==> src/rtl/tile_sequencer.sv <==
// Purpose: job-level controller that takes an N-tile job over valid/ready and
//          drives a per-tile engine through start/done, with a per-tile watchdog.
// Latency: ISSUE one cycle after accept; tile period = engine latency + 1;
//          job_done_o one cycle after the last done (or after the watchdog fires).
// Backpressure: job_ready_o is high only in IDLE, so one job is in flight at a time.
//
// Ports:
//   clk, rst                  clock and synchronous active-high reset
//   job_valid_i/job_ready_o   job request handshake; job_tiles_i sampled on accept
//   abort_i                   cancel the job in flight (returns to IDLE, no job_done_o)
//   start_o / done_i          one-cycle engine start pulse / engine completion pulse
//   tile_idx_o                0-based index of the tile in flight
//   busy_o, job_done_o        not-IDLE indicator, one-cycle end-of-job pulse
//   err_o                     sticky timeout flag, cleared on the next accept
module tile_sequencer #(
  parameter int COUNT_NUM     = 16,
  parameter int TIMEOUT_SLACK = 4,
  parameter int TILE_W        = 8
) (
  input  logic              clk,
  input  logic              rst,
  input  logic              job_valid_i,
  input  logic [TILE_W-1:0] job_tiles_i,
  output logic              job_ready_o,
  input  logic              abort_i,
  output logic              start_o,
  input  logic              done_i,
  output logic [TILE_W-1:0] tile_idx_o,
  output logic              busy_o,
  output logic              job_done_o,
  output logic              err_o
);

  localparam int LIMIT = COUNT_NUM + TIMEOUT_SLACK;
  localparam int WD_W  = $clog2(LIMIT + 1);
  // Watchdog value seen in the last WAIT cycle that may still accept done_i.
  localparam logic [WD_W-1:0] WD_LAST = WD_W'(LIMIT - 1);

  typedef enum logic [1:0] {
    S_IDLE,
    S_ISSUE,
    S_WAIT,
    S_FINISH
  } state_t;

  state_t            state_q, state_d;
  logic [TILE_W-1:0] tiles_q, tiles_d;
  logic [TILE_W-1:0] idx_q, idx_d;
  logic [WD_W-1:0]   wdog_q, wdog_d;
  logic              err_q, err_d;
  // One bit wider so the compare against the tile count cannot wrap.
  logic [TILE_W:0]   idx_next;

  always_comb begin
    state_d  = state_q;
    tiles_d  = tiles_q;
    idx_d    = idx_q;
    wdog_d   = wdog_q;
    err_d    = err_q;
    idx_next = {1'b0, idx_q} + (TILE_W+1)'(1);

    if (abort_i && (state_q != S_IDLE)) begin
      // Cancel wins over done/timeout; err_o keeps whatever it had.
      state_d = S_IDLE;
      idx_d   = '0;
    end else begin
      unique case (state_q)
        S_IDLE: begin
          if (job_valid_i) begin
            tiles_d = job_tiles_i;
            idx_d   = '0;
            err_d   = 1'b0;
            state_d = (job_tiles_i == '0) ? S_FINISH : S_ISSUE;
          end
        end
        S_ISSUE: begin
          wdog_d  = '0;
          state_d = S_WAIT;
        end
        S_WAIT: begin
          wdog_d = wdog_q + WD_W'(1);
          if (done_i) begin
            if (idx_next == {1'b0, tiles_q}) begin
              // Last tile: index stays on the final tile through FINISH.
              state_d = S_FINISH;
            end else begin
              idx_d   = idx_next[TILE_W-1:0];
              state_d = S_ISSUE;
            end
          end else if (wdog_q == WD_LAST) begin
            err_d   = 1'b1;
            state_d = S_FINISH;
          end
        end
        S_FINISH: begin
          state_d = S_IDLE;
        end
        default: begin
          state_d = S_IDLE;
        end
      endcase
    end
  end

  always_ff @(posedge clk) begin
    if (rst) begin
      state_q <= S_IDLE;
      tiles_q <= '0;
      idx_q   <= '0;
      wdog_q  <= '0;
      err_q   <= 1'b0;
    end else begin
      state_q <= state_d;
      tiles_q <= tiles_d;
      idx_q   <= idx_d;
      wdog_q  <= wdog_d;
      err_q   <= err_d;
    end
  end

  // All outputs decode from registered state only.
  assign job_ready_o = (state_q == S_IDLE);
  assign busy_o      = (state_q != S_IDLE);
  assign start_o     = (state_q == S_ISSUE);
  assign job_done_o  = (state_q == S_FINISH);
  assign tile_idx_o  = idx_q;
  assign err_o       = err_q;

endmodule

==> config.mk <==
export PLATFORM = sky130hd
export DESIGN_NAME = tile_sequencer
export DESIGN_NICKNAME = d
export VERILOG_FILES = /design/src/rtl/tile_sequencer.sv
export SDC_FILE = /design/constraint.sdc
export NUM_CORES = 1
export LEC_CHECK = 0
export BUFFER_PORTS_ARGS = -buffer_cell sky130_fd_sc_hd__clkbuf_2
export CORE_ASPECT_RATIO = 0.75
export CORE_MARGIN = 2
export CORE_UTILIZATION = 54
export CTS_CLUSTER_SIZE = 40
export DETAILED_ROUTE_END_ITERATION = 8
export GPL_TIMING_DRIVEN = 1
export PLACE_DENSITY = 0.75
export SLEW_MARGIN = 20
export SYNTH_ARGS = -nofsm -noshare
export SYNTH_HDL_FRONTEND = slang
export SYNTH_SLANG_ARGS = --single-unit
==> constraint.sdc <==
create_clock -name clk -period 2.45 [get_ports clk]
set_input_delay 0.3675 -clock clk [delete_from_list [all_inputs] [get_ports clk]]
set_output_delay 0.3675 -clock clk [all_outputs]
set_load 0.01 [all_outputs]
==> results of run 1 <==
## cell families (layout without fill, tap and decap cells)
group,Yosys count,after routing,share of synthesized area
fa+ha+maj,6,6,0.0532
xor+xnor,13,13,0.0807
mux,4,4,0.0293
simple gates,66,66,0.220
flops,24,24,0.341
compound gates,40,40,0.227
buf+inv,16,39,0.0488
## worst max-delay path, delay by kind of cell, from the launching register on
| family | cells | cell delay (ns) |
|---|---|---|
| AO/OA/AOI/OAI | 4 | 1.03 |
| XOR/XNOR | 1 | 0.16 |
| adder cells (fa/ha/maj) | 1 | 0.33 |
| flip-flops | 1 | 0.44 |
| AND/OR/NAND/NOR | 1 | 0.27 |
## synth_stat cells, types with 2 or more instances
cell and count:
dfxtp_1 24, o21ai_0 4, and2_1 3, nand4_1 3, xor2_1 4, nor3_1 2, clkbuf_1 6, and3_1 4
nand3_1 6, a21oi_1 11, ha_1 6, xnor2_1 9, a21o_1 3, nand2_1 26, nor2_1 15, mux2i_1 3
a31oi_1 4, inv_1 8
## metal layers
metal	vias up	track usage	wire (um)
met3	0	0.0485	225
li1	646	-	-
met5	-	0	0
met1	601	0.323	1640
met2	53	0.370	1460
met4	0	0.0267	0
## stage by stage
stage                     instance area [um^2]   util  std cells  total power, mW  setup WS, ns
after CTS                                 1590  0.624        228             1.17        0.0384
after global routing                      1610  0.631        228             1.27        0.0201
after detailed placement                  1560  0.615        225            0.999        0.0634
after global placement                    1560  0.615        225            0.985         0.206
final                                     1610  0.631        228             1.18         0.133
after floorplan                           1410      -        169            0.843         0.185
## sequential cells by signal, summed over array words and instances, names as in the netlist
| register | cells |
|---|---|
| err_o | 1 |
| state_q | 2 |
| tile_idx_o | 8 |
| tiles_q | 8 |
| wdog_q | 5 |
## how the worst min path moves through the flow
stage | from | to | slack, ns
4_1_cts | job_tiles_i[0] | tiles_q[0] | 0.28
2_1_floorplan | tiles_q[3] | tiles_q[3] | 0.45
3_5_place_dp | tiles_q[7] | tiles_q[7] | 0.47
3_3_place_gp | tiles_q[3] | tiles_q[3] | 0.46
6_report | job_tiles_i[4] | tiles_q[4] | 0.28
5_1_grt | job_tiles_i[4] | tiles_q[4] | 0.27
## report_power, final
group | internal, mW | switching [mW]
clock | 0.0576 | 0.112
combinational | 0.202 | 0.326
sequential | 0.436 | 0.0443
## area by class of cell
class                      instances  share of cell area
tap                               36              0.0281
multi-input combinational        129               0.547
inverter                           8              0.0187
timing repair buffer              28              0.0920
clock buffer                       3              0.0140
sequential                        24               0.300
==> impl_metrics.csv, run 1 <==
group,metric,value,unit
setup_path,worst_r2r_path_depth,7,
sta,period_minus_slack,2.32,ns
setup_path,path_cells,"ha_2, xnor2_1, o211ai_1, a2111oi_4, o2111ai_4, and2_1, a221o_1",
yosys,synth-async-reset-ratio,0,
place,gp_congestion,0.902,
yosys,yosysTopAreaCell,"dfxtp_1",
floorplan,placeableCoreArea,2540,um^2
detailed_routing,drc,0,
clocking,cts_hold_buf,0,
floorplan,die-area,3040,um^2
floorplan,start_util,0.555,
yosys,synth_ff_type,"dfxtp_1",
setup_path,r2r_end,"tile_idx_o[6]",
sta,fmax,432,MHz
clocking,clkTransAtPathRegs,0.13,ns
yosys,synth_edf_count,0,
cells_and_area,regArea,482,um^2
global_routing,grt_pass1_wl,5190,um
setup_path,arrival,2.54,ns
sta,setup_tns,0,ns
global_routing,grt_pass1_vias,1099,
setup_path,crit_fanout,8,
yosys,synth_top_cell_area_share,0.341,
power_and_ir_drop,ir_drop,377,uV
yosys,syn_inst,169,
global_routing,grt_overflow_total,0,
sta,whs,0.283,ns
yosys,ys_warn_count,0,
flow_run,drv_cap,0,
setup_path,critPathKind,"flip-flop to flip-flop",
floorplan,dieHeight,48.3,um
setup_path,cpMaxStageDelayCell,"dfxtp_1",
setup_path,crit_required,2.67,ns
setup_path,reg2reg_from,"tile_idx_o[1]",
detailed_routing,wire_per_inst,14.6,um
sta,hold_viol,0,
detailed_routing,vias,1300,
yosys,syn_nets,188,
cells_and_area,fin_nets,213,
sta,finalSetupViolations,0,
clocking,clockBufferDepth,2,
global_routing,antenna_found_initial,0,
power_and_ir_drop,p_leak,0.681,nW
yosys,syn_avg_cell_area,8.34,um^2
sta,period_share,0.946,
floorplan,num_io_pins,26,
detailed_routing,antenna_left,0,
place,io_buffers,25,
clocking,cts_tree,"yes",
setup_path,cp_slowest_stage_delay,0.44,ns
yosys,synth_area,1410,um^2
setup_path,critical_path.endpoint_type,"flip-flop",
clocking,h-tree-depth,1,
clocking,root_buffer,"clkbuf_4",
sta,rsz0062_at_grt,"false",
setup_path,rrSetupSlack,0.13,ns
detailed_routing,drt_iter0_drc,131,
detailed_routing,first_pass_iters,5,
detailed_routing,wl,3330,um
yosys,ys_types,46,
sta,fin_worst_skew,0.00854,ns
yosys,synth_seq_cells,24,
setup_path,crit_path_start,"tile_idx_o[1]",
global_routing,grt_max_degree,13,
worst_hold_path,whs_path_depth,3,
worst_hold_path,min_path_type,"primary input to flip-flop",
clocking,cts_resized,0,
sta,max_slew_margin,0.613,
floorplan,num_rows,16,
clocking,cts_made_buffers,3,
floorplan,die_width,63.0,um
cells_and_area,fillerInstances,233,
clocking,postCtsSetupBuffers,0,
clocking,cts_sinks,24,
clocking,clk_latency,0.31,ns
yosys,yosys-top-cells-area,"dfxtp_1 34%, nand2_1 6.9%, xnor2_1 5.6%, ha_1 5.3%, nor2_1 4.0%",
sta,maxSlewViolCount,0,
global_routing,grt_usage,0.226,
sta,worstMarginPinSlew,0.581,ns
cells_and_area,final_cell_mix,"26 x nand2_1, 25 x clkbuf_2, 23 x dfxtp_1, 15 x nor2_1, 11 x a21oi_1",
detailed_routing,routed_via_density,5.70,
cells_and_area,antenna_cells,0,
cells_and_area,syn2layout_area_growth,13.8,%
cells_and_area,layout-drive-gt1-share,0.203,
place,dp.final_hpwl,2600,um
cells_and_area,multi_input_area,878,um^2
setup_path,crit_end,"tile_idx_o[6]",
cells_and_area,final_common_cell,"nand2_1",
yosys,synth-seq-area-share,0.341,
status,run_status,"complete, no violations",
setup_path,start_kind,"flip-flop",
power_and_ir_drop,p_per_area,734,nW/um^2
(Power assumes the default switching activity.)
==> run 2: changes to the inputs <==
--- a/config.mk
+++ b/config.mk
@@ -9,6 +9,7 @@
 export CORE_ASPECT_RATIO = 0.75
 export CORE_MARGIN = 2
 export CORE_UTILIZATION = 54
+export CTS_BUF_LIST = sky130_fd_sc_hd__clkbuf_16
 export CTS_CLUSTER_SIZE = 40
 export DETAILED_ROUTE_END_ITERATION = 8
 export GPL_TIMING_DRIVEN = 1
==> impl_metrics.csv, run 2 (synthesis gave the netlist of run 1 again) <==
group,metric,value,unit
status,run_status,"complete, no violations",
global_routing,grt_pass1_wl,5340,um
global_routing,grt_pass1_vias,1108,
global_routing,grt_overflow_total,0,
clocking,cts_hold_buf,0,
place,io_buffers,25,
setup_path,crit_required,2.60,ns
cells_and_area,fillerInstances,224,
floorplan,dieHeight,48.3,um
detailed_routing,highest-signal-layer,"met4",
power_and_ir_drop,combPwrFrac,0.390,
setup_path,critPathKind,"flip-flop to flip-flop",
power_and_ir_drop,internal-power,855,uW
flow_run,drv_cap,0,
cells_and_area,fin_nets,213,
power_and_ir_drop,p_per_area,820,nW/um^2
setup_path,path_cells,"ha_2, and3_1, nand3_1, xnor2_2, o2111ai_4, and2_1, a221o_1",
sta,period_share,0.940,
detailed_routing,wl_met1,1640,um
detailed_routing,routed_via_density,5.79,
global_routing,antenna_found_initial,0,
detailed_routing,vias,1320,
floorplan,placeableCoreArea,2540,um^2
sta,hold_viol,0,
setup_path,start_kind,"flip-flop",
detailed_routing,drt_iter0_drc,120,
cells_and_area,layout-drive-gt1-share,0.203,
setup_path,arrival,2.45,ns
cells_and_area,final_cell_mix,"26 x nand2_1, 25 x clkbuf_2, 23 x dfxtp_1, 15 x nor2_1, 11 x a21oi_1",
floorplan,die_width,63.0,um
power_and_ir_drop,clkPwrFrac,0.255,
global_routing,grt_usage,0.238,
clocking,cts_sinks,24,
detailed_routing,wire_per_inst,15.0,um
clocking,root_buffer,"clkbuf_16",
floorplan,die-area,3040,um^2
detailed_routing,first_pass_iters,4,
power_and_ir_drop,seq_power_share,0.355,
detailed_routing,wl_met3,241,um
sta,whs,0.348,ns
setup_path,cp_slowest_stage_delay,0.41,ns
setup_path,critical_path.endpoint_type,"flip-flop",
cells_and_area,antenna_cells,0,
setup_path,worst-path-buf-inv,0,
cells_and_area,final_common_cell,"nand2_1",
detailed_routing,met2_length,1520,um
detailed_routing,drc,0,
floorplan,start_util,0.555,
clocking,h-tree-depth,1,
sta,setup_tns,0,ns
sta,finalSetupViolations,0,
setup_path,crit_family,"simple AND/OR/NAND/NOR gates",
place,dp.final_hpwl,2600,um
power_and_ir_drop,ir_drop,461,uV
power_and_ir_drop,p_switching,505,uW
sta,maxSlewViolCount,0,
setup_path,crit_fanout,8,
detailed_routing,antenna_left,0,
clocking,clockBufferDepth,2,
cells_and_area,utilization,0.652,
detailed_routing,wl,3430,um
sta,fin_worst_skew,0.00276,ns
global_routing,grt_max_degree,13,
floorplan,num_rows,16,
clocking,clk_latency,0.26,ns
sta,rsz0062_at_grt,"false",
clocking,cts_tree,"yes",
place,gp_congestion,0.902,
sta,fmax,434,MHz
floorplan,num_io_pins,26,
power_and_ir_drop,p_leak,0.704,nW
clocking,cts_made_buffers,3,
sta,period_minus_slack,2.30,ns
clocking,clkTransAtPathRegs,0.06,ns
sta,max_slew_margin,0.620,
sta,worstMarginPinSlew,0.570,ns
setup_path,cpMaxStageDelayCell,"dfxtp_1",
cells_and_area,syn2layout_area_growth,17.6,%
worst_hold_path,min_path_type,"primary input to flip-flop",
power_and_ir_drop,switching_share,0.371,
==> run 2: worst paths after layout <==
check	depth (start not counted)	to	start	slack [ns]
worst max-delay path	7	tile_idx_o[6]	tile_idx_o[1]	0.15
worst min-delay path	3	tiles_q[4]	job_tiles_i[4]	0.35
worst max register to register	7	tile_idx_o[6]	tile_idx_o[1]	0.15
worst min register to register	2	tiles_q[3]	tiles_q[3]	0.48
==> run 2: power by group through the flow <==
stage / logic [mW] / registers (mW) / clock network, mW
after global routing: 0.586 / 0.489 / 0.373
after global placement: 0.500 / 0.485 / 0
after floorplan: 0.362 / 0.481 / 0
after detailed placement: 0.510 / 0.489 / 0
final: 0.531 / 0.482 / 0.346
after CTS: 0.519 / 0.480 / 0.350
==> run 2: area by class of cell <==
cell class	count	area, um^2	area share
clock buffer	3	75.1	0.0453
multi-input combinational	129	878	0.530
sequential	24	482	0.291
inverter	8	30.0	0.0181
tap	36	45.0	0.0272
timing repair buffer	28	148	0.0891
==> run 2: repair_timing <==
action,CTS,global route
buffers inserted,0,0
hold endpoints to repair,0,0
setup endpoints to repair,0,3
gates resized for setup,0,4
==> run 2: worst min-delay path, delay by kind of cell <==
kind                   cells  cell delay (ns)
buffers and inverters      1             0.09
AOI/OAI and AO/OA          1             0.05
and+or+nand+nor            1             0.05
==> run 2: per-layer routing <==
metal | GRT usage | vias to the layer above
met5 | 0 | -
met4 | 0.0667 | 0
met3 | 0.0485 | 4
met2 | 0.391 | 55
met1 | 0.326 | 616
li1 | - | 645
==> run 2: stage by stage <==
step | std cells | setup slack [ns] | total power [mW] | instance area, um^2
after CTS | 228 | 0.0420 | 1.35 | 1640
after floorplan | 169 | 0.185 | 0.843 | 1410
after detailed placement | 225 | 0.0634 | 0.999 | 1560
after global placement | 225 | 0.206 | 0.985 | 1560
after global routing | 228 | 0.00680 | 1.45 | 1660
final | 228 | 0.147 | 1.36 | 1660
==> run 3: changes to the inputs <==
--- a/config.mk
+++ b/config.mk
@@ -12,7 +12,7 @@
 export CTS_BUF_LIST = sky130_fd_sc_hd__clkbuf_16
 export CTS_CLUSTER_SIZE = 40
 export DETAILED_ROUTE_END_ITERATION = 8
-export GPL_TIMING_DRIVEN = 1
+export GPL_TIMING_DRIVEN = 0
 export PLACE_DENSITY = 0.75
 export SLEW_MARGIN = 20
 export SYNTH_ARGS = -nofsm -noshare
==> impl_metrics.csv, run 3 (synthesis gave the netlist of run 1 again) <==
group,metric,value,unit
sta,hold_viol,0,
clocking,clk_latency,0.26,ns
sta,fin_ws,0.123,ns
cells_and_area,fin_nets,218,
cells_and_area,fin_cells,234,
sta,fin_worst_skew,0.000916,ns
detailed_routing,antenna_left,0,
cells_and_area,antenna_cells,0,
clocking,clockBufferDepth,2,
place,dp_cells,230,
setup_path,cp_num_cells,8,
setup_path,path_cells,"ha_2, xnor2_2, o211ai_1, a2111oi_4, o2111ai_4, and2_1, buf_6, a221o_1",
clocking,cts_sinks,24,
status,run_status,"complete, no violations",
global_routing,antenna_found_initial,0,
setup_path,crit_fanout,8,
setup_path,cp_slowest_stage_delay,0.37,ns
cells_and_area,final_area,1710,um^2
place,place_ws,-0.00275,ns
sta,period_minus_slack,2.33,ns
setup_path,worst_r2r_path_depth,8,
floorplan,dieHeight,48.3,um
setup_path,worst-path-buf-inv,1,
floorplan,die-area,3040,um^2
detailed_routing,routed_via_density,5.85,
power_and_ir_drop,ir_drop,525,uV
sta,worstMarginPinSlew,0.627,ns
detailed_routing,drt_iter0_drc,89,
setup_path,crit_end,"tile_idx_o[6]",
clocking,root_buffer,"clkbuf_16",
floorplan,num_rows,16,
floorplan,placeableCoreArea,2540,um^2
sta,max_slew_margin,0.582,
sta,period_share,0.950,
sta,whs,0.343,ns
floorplan,die_width,63.0,um
place,io_buffers,25,
clocking,h-tree-depth,1,
floorplan,num_io_pins,26,
clocking,cts_made_buffers,3,
global_routing,grt_overflow_total,0,
setup_path,rrSetupSlack,0.12,ns
setup_path,crit_path_start,"tile_idx_o[0]",
sta,maxSlewViolCount,0,
worst_hold_path,min_path_type,"primary input to flip-flop",
cells_and_area,multi_input_area,873,um^2
power_and_ir_drop,p_per_area,852,nW/um^2
setup_path,critPathKind,"flip-flop to flip-flop",
detailed_routing,vias,1369,
setup_path,crit_required,2.60,ns
cells_and_area,final_cell_mix,"26 x nand2_1, 25 x clkbuf_2, 22 x dfxtp_1, 15 x nor2_1, 11 x a21oi_1",
detailed_routing,wl,3410,um
detailed_routing,drc,0,
place,placed_area,1580,um^2
setup_path,arrival,2.48,ns
cells_and_area,final_common_cell,"nand2_1",
place,gp_congestion,0.838,
place,dp.final_hpwl,2510,um
cells_and_area,fillerInstances,235,
clocking,cts_tree,"yes",
power_and_ir_drop,finalPower,1.46,mW
power_and_ir_drop,p_leak,0.720,nW
cells_and_area,syn2layout_area_growth,21.2,%
flow_run,drv_cap,0,
global_routing,grt_usage,0.225,
setup_path,start_kind,"flip-flop",
sta,fmax,430,MHz
setup_path,critical_path.endpoint_type,"flip-flop",
global_routing,grt_pass1_wl,5180,um
clocking,clkTransAtPathRegs,0.06,ns
cells_and_area,regArea,488,um^2
sta,setup_tns,0,ns
floorplan,start_util,0.555,
setup_path,reg2reg_from,"tile_idx_o[0]",
setup_path,r2r_end,"tile_idx_o[6]",
setup_path,cpMaxStageDelayCell,"dfxtp_4",
global_routing,grt_pass1_vias,1118,
detailed_routing,first_pass_iters,4,
clocking,cts_hold_buf,0,
sta,finalSetupViolations,0,
detailed_routing,wire_per_inst,14.6,um
setup_path,crit_family,"compound AO/OA/AOI/OAI gates",
cells_and_area,utilization,0.672,
global_routing,grt_max_degree,15,
cells_and_area,layout-drive-gt1-share,0.207,
## run 3: cell types whose count changed in the layout (fill, tap and decap cells not counted), sizes merged
cell / delta
bufinv: +1
clkbuf: +5
## run 3: worst min-delay path by stage
stage	startpoint	endpoint	slack, ns	cells past startpoint
floorplan	tiles_q[3]	tiles_q[3]	0.45	2
global placement	tiles_q[1]	tiles_q[1]	0.47	2
detailed placement	tiles_q[3]	tiles_q[3]	0.46	2
CTS	job_tiles_i[3]	tiles_q[3]	0.34	3
global route	job_tiles_i[3]	tiles_q[3]	0.35	3
finish	job_tiles_i[4]	tiles_q[4]	0.34	3
## run 3: cell type report
class                      instances  area share
sequential                        24       0.286
inverter                           8      0.0176
tap                               36      0.0264
timing repair buffer              26      0.0776
multi-input combinational        129       0.511
clock buffer                       3      0.0439
buffer                             7      0.0205
clock inverter                     1      0.0176
## run 3: repair_timing
item,4_1_cts,5_1_grt
pin swaps,0,2
gates resized for setup,2,5
setup buffers,0,1
endpoints found under the setup margin,3,6
## run 3: worst reg2reg max path: stages, from the launching register on
cell	delay, ns
dfxtp_4	0.37
ha_2	0.23
xnor2_2	0.22
o211ai_1	0.15
a2111oi_4	0.36
o2111ai_4	0.23
and2_1	0.21
buf_6	0.13
a221o_1	0.31
## run 3: where the power goes
group,total [mW],switching [mW],internal (mW),leakage [nW]
Clock,0.464,0.139,0.325,0.0511
Sequential,0.489,0.0518,0.437,0.197
Combinational,0.504,0.313,0.190,0.472
## run 3: routing by layer
metal	vias up	global-route usage	part of all wire
li1	662	-	-
met1	651	0.300	0.45
met2	51	0.398	0.47
met3	5	0.0439	0.078
met4	0	0.0444	0.0053
met5	-	0	0
